[config.mk]
export PLATFORM = sky130hd
export DESIGN_NAME = uart_rx_param
export DESIGN_NICKNAME = d
export VERILOG_FILES = /design/src/rtl/uart_rx_param.sv
export SDC_FILE = /design/constraint.sdc
export NUM_CORES = 1
export LEC_CHECK = 0
export ABC_AREA = 1
export CORE_UTILIZATION = 45
export CTS_BUF_LIST = sky130_fd_sc_hd__clkbuf_2 sky130_fd_sc_hd__clkbuf_4 sky130_fd_sc_hd__clkbuf_8
export CTS_CLUSTER_DIAMETER = 150
export DETAILED_ROUTE_END_ITERATION = 8
export PLACE_DENSITY = 0.67
export SLEW_MARGIN = 5
export SYNTH_ARGS = -nofsm -noshare
export SYNTH_HDL_FRONTEND = slang
export SYNTH_SLANG_ARGS = --single-unit
export TNS_END_PERCENT = 100
[constraint.sdc]
create_clock -name clk -period 1.6 [get_ports clk]
set_clock_uncertainty 0.05 [all_clocks]
set_input_delay 0.16 -clock clk [delete_from_list [all_inputs] [get_ports clk]]
set_output_delay 0.16 -clock clk [all_outputs]
set_load 0.01 [all_outputs]
[src/rtl/uart_rx_param.sv]
// Parametrised oversampling UART receiver.
// Mid-bit sampling on an external oversample tick, false-start rejection,
// parity/framing error flags and a break-safe re-arm flag. Outputs are
// registered and held stable until the next frame completes.
module uart_rx_param #(
    parameter int OVS        = 16,
    parameter int DATA_BITS  = 8,
    parameter int PARITY     = 0,
    parameter int STOP_BITS  = 1,
    parameter int VALID_HOLD = 3
) (
    input  logic                 clk,
    input  logic                 rst,
    input  logic                 iTick,
    input  logic                 rx,
    output logic                 oValid,
    output logic [DATA_BITS-1:0] oData,
    output logic                 oParityErr,
    output logic                 oFrameErr,
    output logic                 oBusy
);
    localparam int TW = $clog2(OVS);
    localparam int BW = $clog2(DATA_BITS + 1);
    localparam int HW = $clog2(VALID_HOLD + 1);

    localparam logic [TW-1:0] TICK_ZERO = {TW{1'b0}};
    localparam logic [TW-1:0] TICK_MID  = TW'(OVS / 2 - 1);
    localparam logic [TW-1:0] TICK_END  = TW'(OVS - 1);
    localparam logic [BW-1:0] BIT_ZERO  = {BW{1'b0}};
    localparam logic [BW-1:0] LAST_DATA = BW'(DATA_BITS - 1);
    localparam logic [BW-1:0] LAST_STOP = BW'(STOP_BITS - 1);
    localparam logic [HW-1:0] HOLD_ZERO = {HW{1'b0}};
    localparam logic [HW-1:0] HOLD_LEN  = HW'(VALID_HOLD);
    // Value the XOR of data and parity bit must take for a clean frame.
    localparam logic          ODD_PAR   = (PARITY == 2) ? 1'b1 : 1'b0;

    typedef enum logic [2:0] {
        ST_IDLE   = 3'd0,
        ST_START  = 3'd1,
        ST_DATA   = 3'd2,
        ST_PARITY = 3'd3,
        ST_STOP   = 3'd4
    } state_e;

    function automatic logic parity_of(input logic [DATA_BITS-1:0] v);
        return ^v;
    endfunction

    state_e                 state_q,    state_d;
    logic                   rx_meta_q,  rx_meta_d;
    logic                   rx_s_q,     rx_s_d;
    logic [TW-1:0]          tick_cnt_q, tick_cnt_d;
    logic [BW-1:0]          bit_cnt_q,  bit_cnt_d;
    logic [DATA_BITS-1:0]   shift_q,    shift_d;
    logic                   perr_acc_q, perr_acc_d;
    logic                   ferr_acc_q, ferr_acc_d;
    logic                   armed_q,    armed_d;
    logic [DATA_BITS-1:0]   data_q,     data_d;
    logic                   perr_q,     perr_d;
    logic                   ferr_q,     ferr_d;
    logic [HW-1:0]          hold_cnt_q, hold_cnt_d;
    logic                   valid_q,    valid_d;
    logic                   busy_q,     busy_d;
    logic                   mid_start_s;
    logic                   bit_mid_s;
    logic                   load_s;
    logic                   ferr_now_s;

    // Next-state logic: synchroniser, frame FSM, armed flag and valid hold.
    always_comb begin
        rx_meta_d   = rx;
        rx_s_d      = rx_meta_q;
        state_d     = state_q;
        bit_cnt_d   = bit_cnt_q;
        shift_d     = shift_q;
        perr_acc_d  = perr_acc_q;
        ferr_acc_d  = ferr_acc_q;
        data_d      = data_q;
        perr_d      = perr_q;
        ferr_d      = ferr_q;
        load_s      = 1'b0;
        ferr_now_s  = 1'b0;
        mid_start_s = iTick && (tick_cnt_q == TICK_MID);
        bit_mid_s   = iTick && (tick_cnt_q == TICK_END);

        // Tick counter free-runs on iTick while a frame is in progress;
        // bit boundaries below pull it back to zero.
        if (iTick && (state_q != ST_IDLE)) begin
            tick_cnt_d = tick_cnt_q + TW'(1);
        end else begin
            tick_cnt_d = tick_cnt_q;
        end

        case (state_q)
            ST_IDLE: begin
                if (!rx_s_q && armed_q) begin
                    state_d    = ST_START;
                    tick_cnt_d = TICK_ZERO;
                end else begin
                    state_d = ST_IDLE;
                end
            end
            ST_START: begin
                if (mid_start_s) begin
                    tick_cnt_d = TICK_ZERO;
                    bit_cnt_d  = BIT_ZERO;
                    perr_acc_d = 1'b0;
                    ferr_acc_d = 1'b0;
                    // A line back high at mid start bit was only a glitch.
                    state_d    = rx_s_q ? ST_IDLE : ST_DATA;
                end else begin
                    state_d = ST_START;
                end
            end
            ST_DATA: begin
                if (bit_mid_s) begin
                    tick_cnt_d = TICK_ZERO;
                    shift_d    = {rx_s_q, shift_q[DATA_BITS-1:1]};
                    if (bit_cnt_q == LAST_DATA) begin
                        bit_cnt_d = BIT_ZERO;
                        state_d   = (PARITY != 0) ? ST_PARITY : ST_STOP;
                    end else begin
                        bit_cnt_d = bit_cnt_q + BW'(1);
                        state_d   = ST_DATA;
                    end
                end else begin
                    state_d = ST_DATA;
                end
            end
            ST_PARITY: begin
                if (bit_mid_s) begin
                    tick_cnt_d = TICK_ZERO;
                    perr_acc_d = (parity_of(shift_q) ^ rx_s_q) != ODD_PAR;
                    state_d    = ST_STOP;
                end else begin
                    state_d = ST_PARITY;
                end
            end
            ST_STOP: begin
                if (bit_mid_s) begin
                    tick_cnt_d = TICK_ZERO;
                    ferr_now_s = ferr_acc_q | ~rx_s_q;
                    ferr_acc_d = ferr_now_s;
                    if (bit_cnt_q == LAST_STOP) begin
                        state_d = ST_IDLE;
                        load_s  = 1'b1;
                        data_d  = shift_q;
                        perr_d  = perr_acc_q;
                        ferr_d  = ferr_now_s;
                    end else begin
                        bit_cnt_d = bit_cnt_q + BW'(1);
                        state_d   = ST_STOP;
                    end
                end else begin
                    state_d = ST_STOP;
                end
            end
            default: begin
                state_d    = ST_IDLE;
                tick_cnt_d = TICK_ZERO;
                bit_cnt_d  = BIT_ZERO;
            end
        endcase

        // A frame ending in a framing error disarms the receiver until the
        // line has been seen idle, so a held break cannot retrigger.
        if (load_s && ferr_now_s) begin
            armed_d = 1'b0;
        end else if (rx_s_q) begin
            armed_d = 1'b1;
        end else begin
            armed_d = armed_q;
        end

        // Hold counter runs on clk, independent of the FSM; a new frame
        // completing during the hold reloads it.
        if (load_s) begin
            hold_cnt_d = HOLD_LEN;
        end else if (hold_cnt_q != HOLD_ZERO) begin
            hold_cnt_d = hold_cnt_q - HW'(1);
        end else begin
            hold_cnt_d = hold_cnt_q;
        end

        valid_d = (hold_cnt_d != HOLD_ZERO);
        busy_d  = (state_d != ST_IDLE);
    end

    // State register with synchronous reset taking priority over everything.
    always_ff @(posedge clk) begin
        if (rst) begin
            state_q    <= ST_IDLE;
            rx_meta_q  <= 1'b1;
            rx_s_q     <= 1'b1;
            tick_cnt_q <= TICK_ZERO;
            bit_cnt_q  <= BIT_ZERO;
            shift_q    <= {DATA_BITS{1'b0}};
            perr_acc_q <= 1'b0;
            ferr_acc_q <= 1'b0;
            armed_q    <= 1'b1;
            data_q     <= {DATA_BITS{1'b0}};
            perr_q     <= 1'b0;
            ferr_q     <= 1'b0;
            hold_cnt_q <= HOLD_ZERO;
            valid_q    <= 1'b0;
            busy_q     <= 1'b0;
        end else begin
            state_q    <= state_d;
            rx_meta_q  <= rx_meta_d;
            rx_s_q     <= rx_s_d;
            tick_cnt_q <= tick_cnt_d;
            bit_cnt_q  <= bit_cnt_d;
            shift_q    <= shift_d;
            perr_acc_q <= perr_acc_d;
            ferr_acc_q <= ferr_acc_d;
            armed_q    <= armed_d;
            data_q     <= data_d;
            perr_q     <= perr_d;
            ferr_q     <= ferr_d;
            hold_cnt_q <= hold_cnt_d;
            valid_q    <= valid_d;
            busy_q     <= busy_d;
        end
    end

    assign oValid     = valid_q;
    assign oData      = data_q;
    assign oParityErr = perr_q;
    assign oFrameErr  = ferr_q;
    assign oBusy      = busy_q;

endmodule

==> impl_metrics.yaml <==
synth:
  synth-seq-cells: 38
  yosys-top-cells-area: "dfxtp_1 (43%), nand2_1 (13%), a21oi_1 (8.0%)"
  synth.cells.most_frequent: "nand2_1 (61), dfxtp_1 (38), inv_1 (31)"
  mappedNetlistNets: 253
  synth_enable_flop_cells: 0
  yosys_warnings: 0
  synth_async_sr_flop_share: 0
  netlist.area_leader.share: 0.4324
  ys_types: 30
  syn_inst: 246
  synth_top_cell_by_area: "dfxtp_1"
  postSynth.topFlopCell: "dfxtp_1"
  synthMostInstantiatedCell: "nand2_1"
  syn_avg_cell_area_sq_um: 7.151
  yosysSeqAreaShare: 0.4324
  mappedNetlistArea_sq_um: 1759
drt:
  route.detailed.drc: 0
  route.vias.total: 1618
  final_antenna_net_count: 0
  drt-vias-per-instance: 4.963
  route.final.wire_length_mm: 3.592
  drt-pass1-iter-count: 4
  detail_route.iter0.violations: 104
  post_dr_wirelength_cell_microns: 11.02
placement:
  place_inst: 315
  buffer_ports.inserted: 15
  place.detailed.hpwl_mm: 2.601
  setup_slack_at_placement_ns: -0.1494
  post_dp_cell_area_sq_um: 2031
  globalplace.congestion: 0.8094
worst_setup_path:
  critical_path.max_fanout: 4
  timing.critical_path.mode_cell: "nand2_2"
  cp_data_arrival_time_ns: 1.65
  timing.critical_path.max_delay_family: "simple AND/OR/NAND/NOR gates"
  setup.worst_path.class: "reg2reg"
  cp-start-kind: "flop"
  end_kind: "flop"
  cpPeakStageDelay_ns: 0.36
  timing.critical_path.slowest_stage_cell: "dfxtp_4"
  crit_path_cell_trace: "inv_4 -> ha_4 -> nand2_2 -> nor2_2 -> inv_2 -> nor2_4 -> nand2_2 -> or2_1 -> o21ai_1 -> nand2_1"
  path_buf_inv: 2
  worst_ep_required_time_ns: 1.72
sta:
  finalHoldViolCount: 0
  slew_violations: 0
  maxClockFrequency_ghz: 0.6563
  minimum_setup_slack_in_the_final_design_ns: 0.07631
  min_period_ns: 1.524
  slew_headroom: 0.8014
  timing.final.setup_violations: 0
  worstMarginPinSlew_ns: 0.2976
  totalNegativeSetupSlack_ns: 0
  finalCritPeriodShare: 0.9523
layout:
  final_layout_size_suffix_gt1_frac: 0.1871
  layoutNonFillerInstCount: 326
  antenna_cells: 0
  design_area_sq_um: 2262
  final-seq-area_sq_um: 768.2
  multi_input_gate_area_in_the_final_layout_sq_um: 902.1
  flow.area_growth_from_synthesis_pct: 28.59
  fillerInstances: 345
  nNetsFinal: 284
grt:
  maximum_number_of_pins_on_one_net_before_global_route_repair: 17
  grt_pass1_vias: 1502
  overflow: 0
  initial_antenna_violation_count: 0
  grt_first_pass_wirelength_mm: 6.327
  grt.total_usage: 0.1950
clock_tree:
  cts_tree: "built"
  clock-sinks: 38
  tritoncts.num_buffers: 5
  max-clock-path-buffers: 2
  path_clk_slew_ns: 0.08
  clk-insertion-delay-late_ns: 0.29
  htree_num_levels: 2
  root_buffer: "clkbuf_8"
  cts_hold_repair.buffers: 0
power_and_ir_drop:
  leakage_uw: 0.0009460
  ir_worst_vdd_uv: 571.5
  power_density_of_the_placed_cells_nw_per_um2: 897.6
floorplan:
  floorplan.die_area_sq_um: 4163
  start_util: 0.4734
  die-width_microns: 64.53
  core-area_sq_um: 3716
  pin_count: 16
  std_cell_rows: 22
  fp.dieH_microns: 64.53
hold_path:
  holdCritPathClass: "in2reg"
status:
  outcome: "completed"
job:
  drv_cap: 0
layout make-up:
type / instances / area share
Multi-Input combinational cell: 169 / 0.3988
Sequential cell: 38 / 0.3396
Timing Repair Buffer: 31 / 0.1195
Inverter: 32 / 0.05476
Clock buffer: 5 / 0.03042
Clock inverter: 3 / 0.03042
Tap cell: 48 / 0.02655
worst paths after layout:
kind | start | end | slack, ns | cells after the start
max reg2reg | bit_cnt_q[0]$_SDFFE_PP0P_ | armed_q$_SDFFE_PP1P_ | 0.08 | 10
max | bit_cnt_q[0]$_SDFFE_PP0P_ | armed_q$_SDFFE_PP1P_ | 0.08 | 10
min reg2reg | rx_meta_q$_SDFF_PP1_ | rx_s_q$_SDFF_PP1_ | 0.38 | 1
min | rx | rx_meta_q$_SDFF_PP1_ | 0.38 | 2
where the power goes:
| group | leakage, uW | internal [uW] | total [uW] | switching [uW] |
|---|---|---|---|---|
| clock network | 0.0000683 | 624 | 967 | 342 |
| registers | 0.000309 | 953 | 960 | 6.97 |
| logic | 0.000568 | 42.9 | 104 | 61.1 |
| total | 0.000946 | 1620 | 2030 | 410 |
stage by stage:
stage	utilization	power [uW]	hold WS [ns]
floorplan	-	1039	0.2138
finish	0.6088	2031	0.3771
CTS	0.5838	2031	0.3752
detailed placement	0.5465	1069	0.3428
global route	0.6088	2120	0.3922
global placement	0.5465	1068	0.3452
layer usage:
metal  wire length [microns]  track usage  share of wire  up-vias
li1                        -            -              -      858
met4                      44      0.05833          0.012        0
met3                     141      0.05810          0.039        4
met2                    1609       0.3105           0.45       31
met1                    1797       0.2530           0.50      725
met5                       0            0              0        -
repair_timing:
item	CTS	global route
gates resized for setup	2	23
pin swaps	0	4
setup buffers	0	3
setup endpoints to repair	6	32
registers in the layout, indices dropped and copies added, names as in the netlist:
register    cells
oData           8
shift_q         8
bit_cnt_q       4
tick_cnt_q      4
state_q         3
hold_cnt_q      2
armed_q         1
ferr_acc_q      1
oBusy           1
oFrameErr       1
oParityErr      1
oValid          1
perr_acc_q      1
rx_meta_q       1
rx_s_q          1
cells in the final DEF (no fill, tap or decap), types with 2 or more instances in the layout:
cell type | synthesis | final
bufinv_16 | 0 | 2
buf_4 | 2 | 16
a21oi_2 | 1 | 2
nand2_2 | 1 | 2
inv_2 | 0 | 4
clkdlybuf4s50_1 | 0 | 15
o21ai_1 | 3 | 4
nor2_4 | 1 | 3
dfxtp_1 | 38 | 34
xor2_1 | 3 | 3
ha_4 | 0 | 2
clkbuf_8 | 0 | 5
nand3_1 | 19 | 16
o21ai_0 | 13 | 12
or2_2 | 2 | 2
dfxtp_2 | 0 | 3
inv_1 | 31 | 26
nor2_1 | 19 | 17
nand4_1 | 3 | 3
nand2_1 | 61 | 60
nand3_2 | 1 | 4
a21oi_1 | 28 | 27
o211ai_1 | 2 | 2
cells by family (layout without fill, tap and decap cells):
family                     Yosys count  in the layout  share of synthesized area
buffers and inverters               39             71                    0.08961
muxes                                1              1                   0.005690
adders and majority gates            3              3                    0.02134
xor gates and xnor gates             4              4                    0.01992
DFF                                 38             38                     0.4324
and+or+nand+nor                    111            111                     0.2802
AOI/OAI and AO/OA                   50             50                     0.1508
Note: power is estimated with default switching activity, not from simulation.
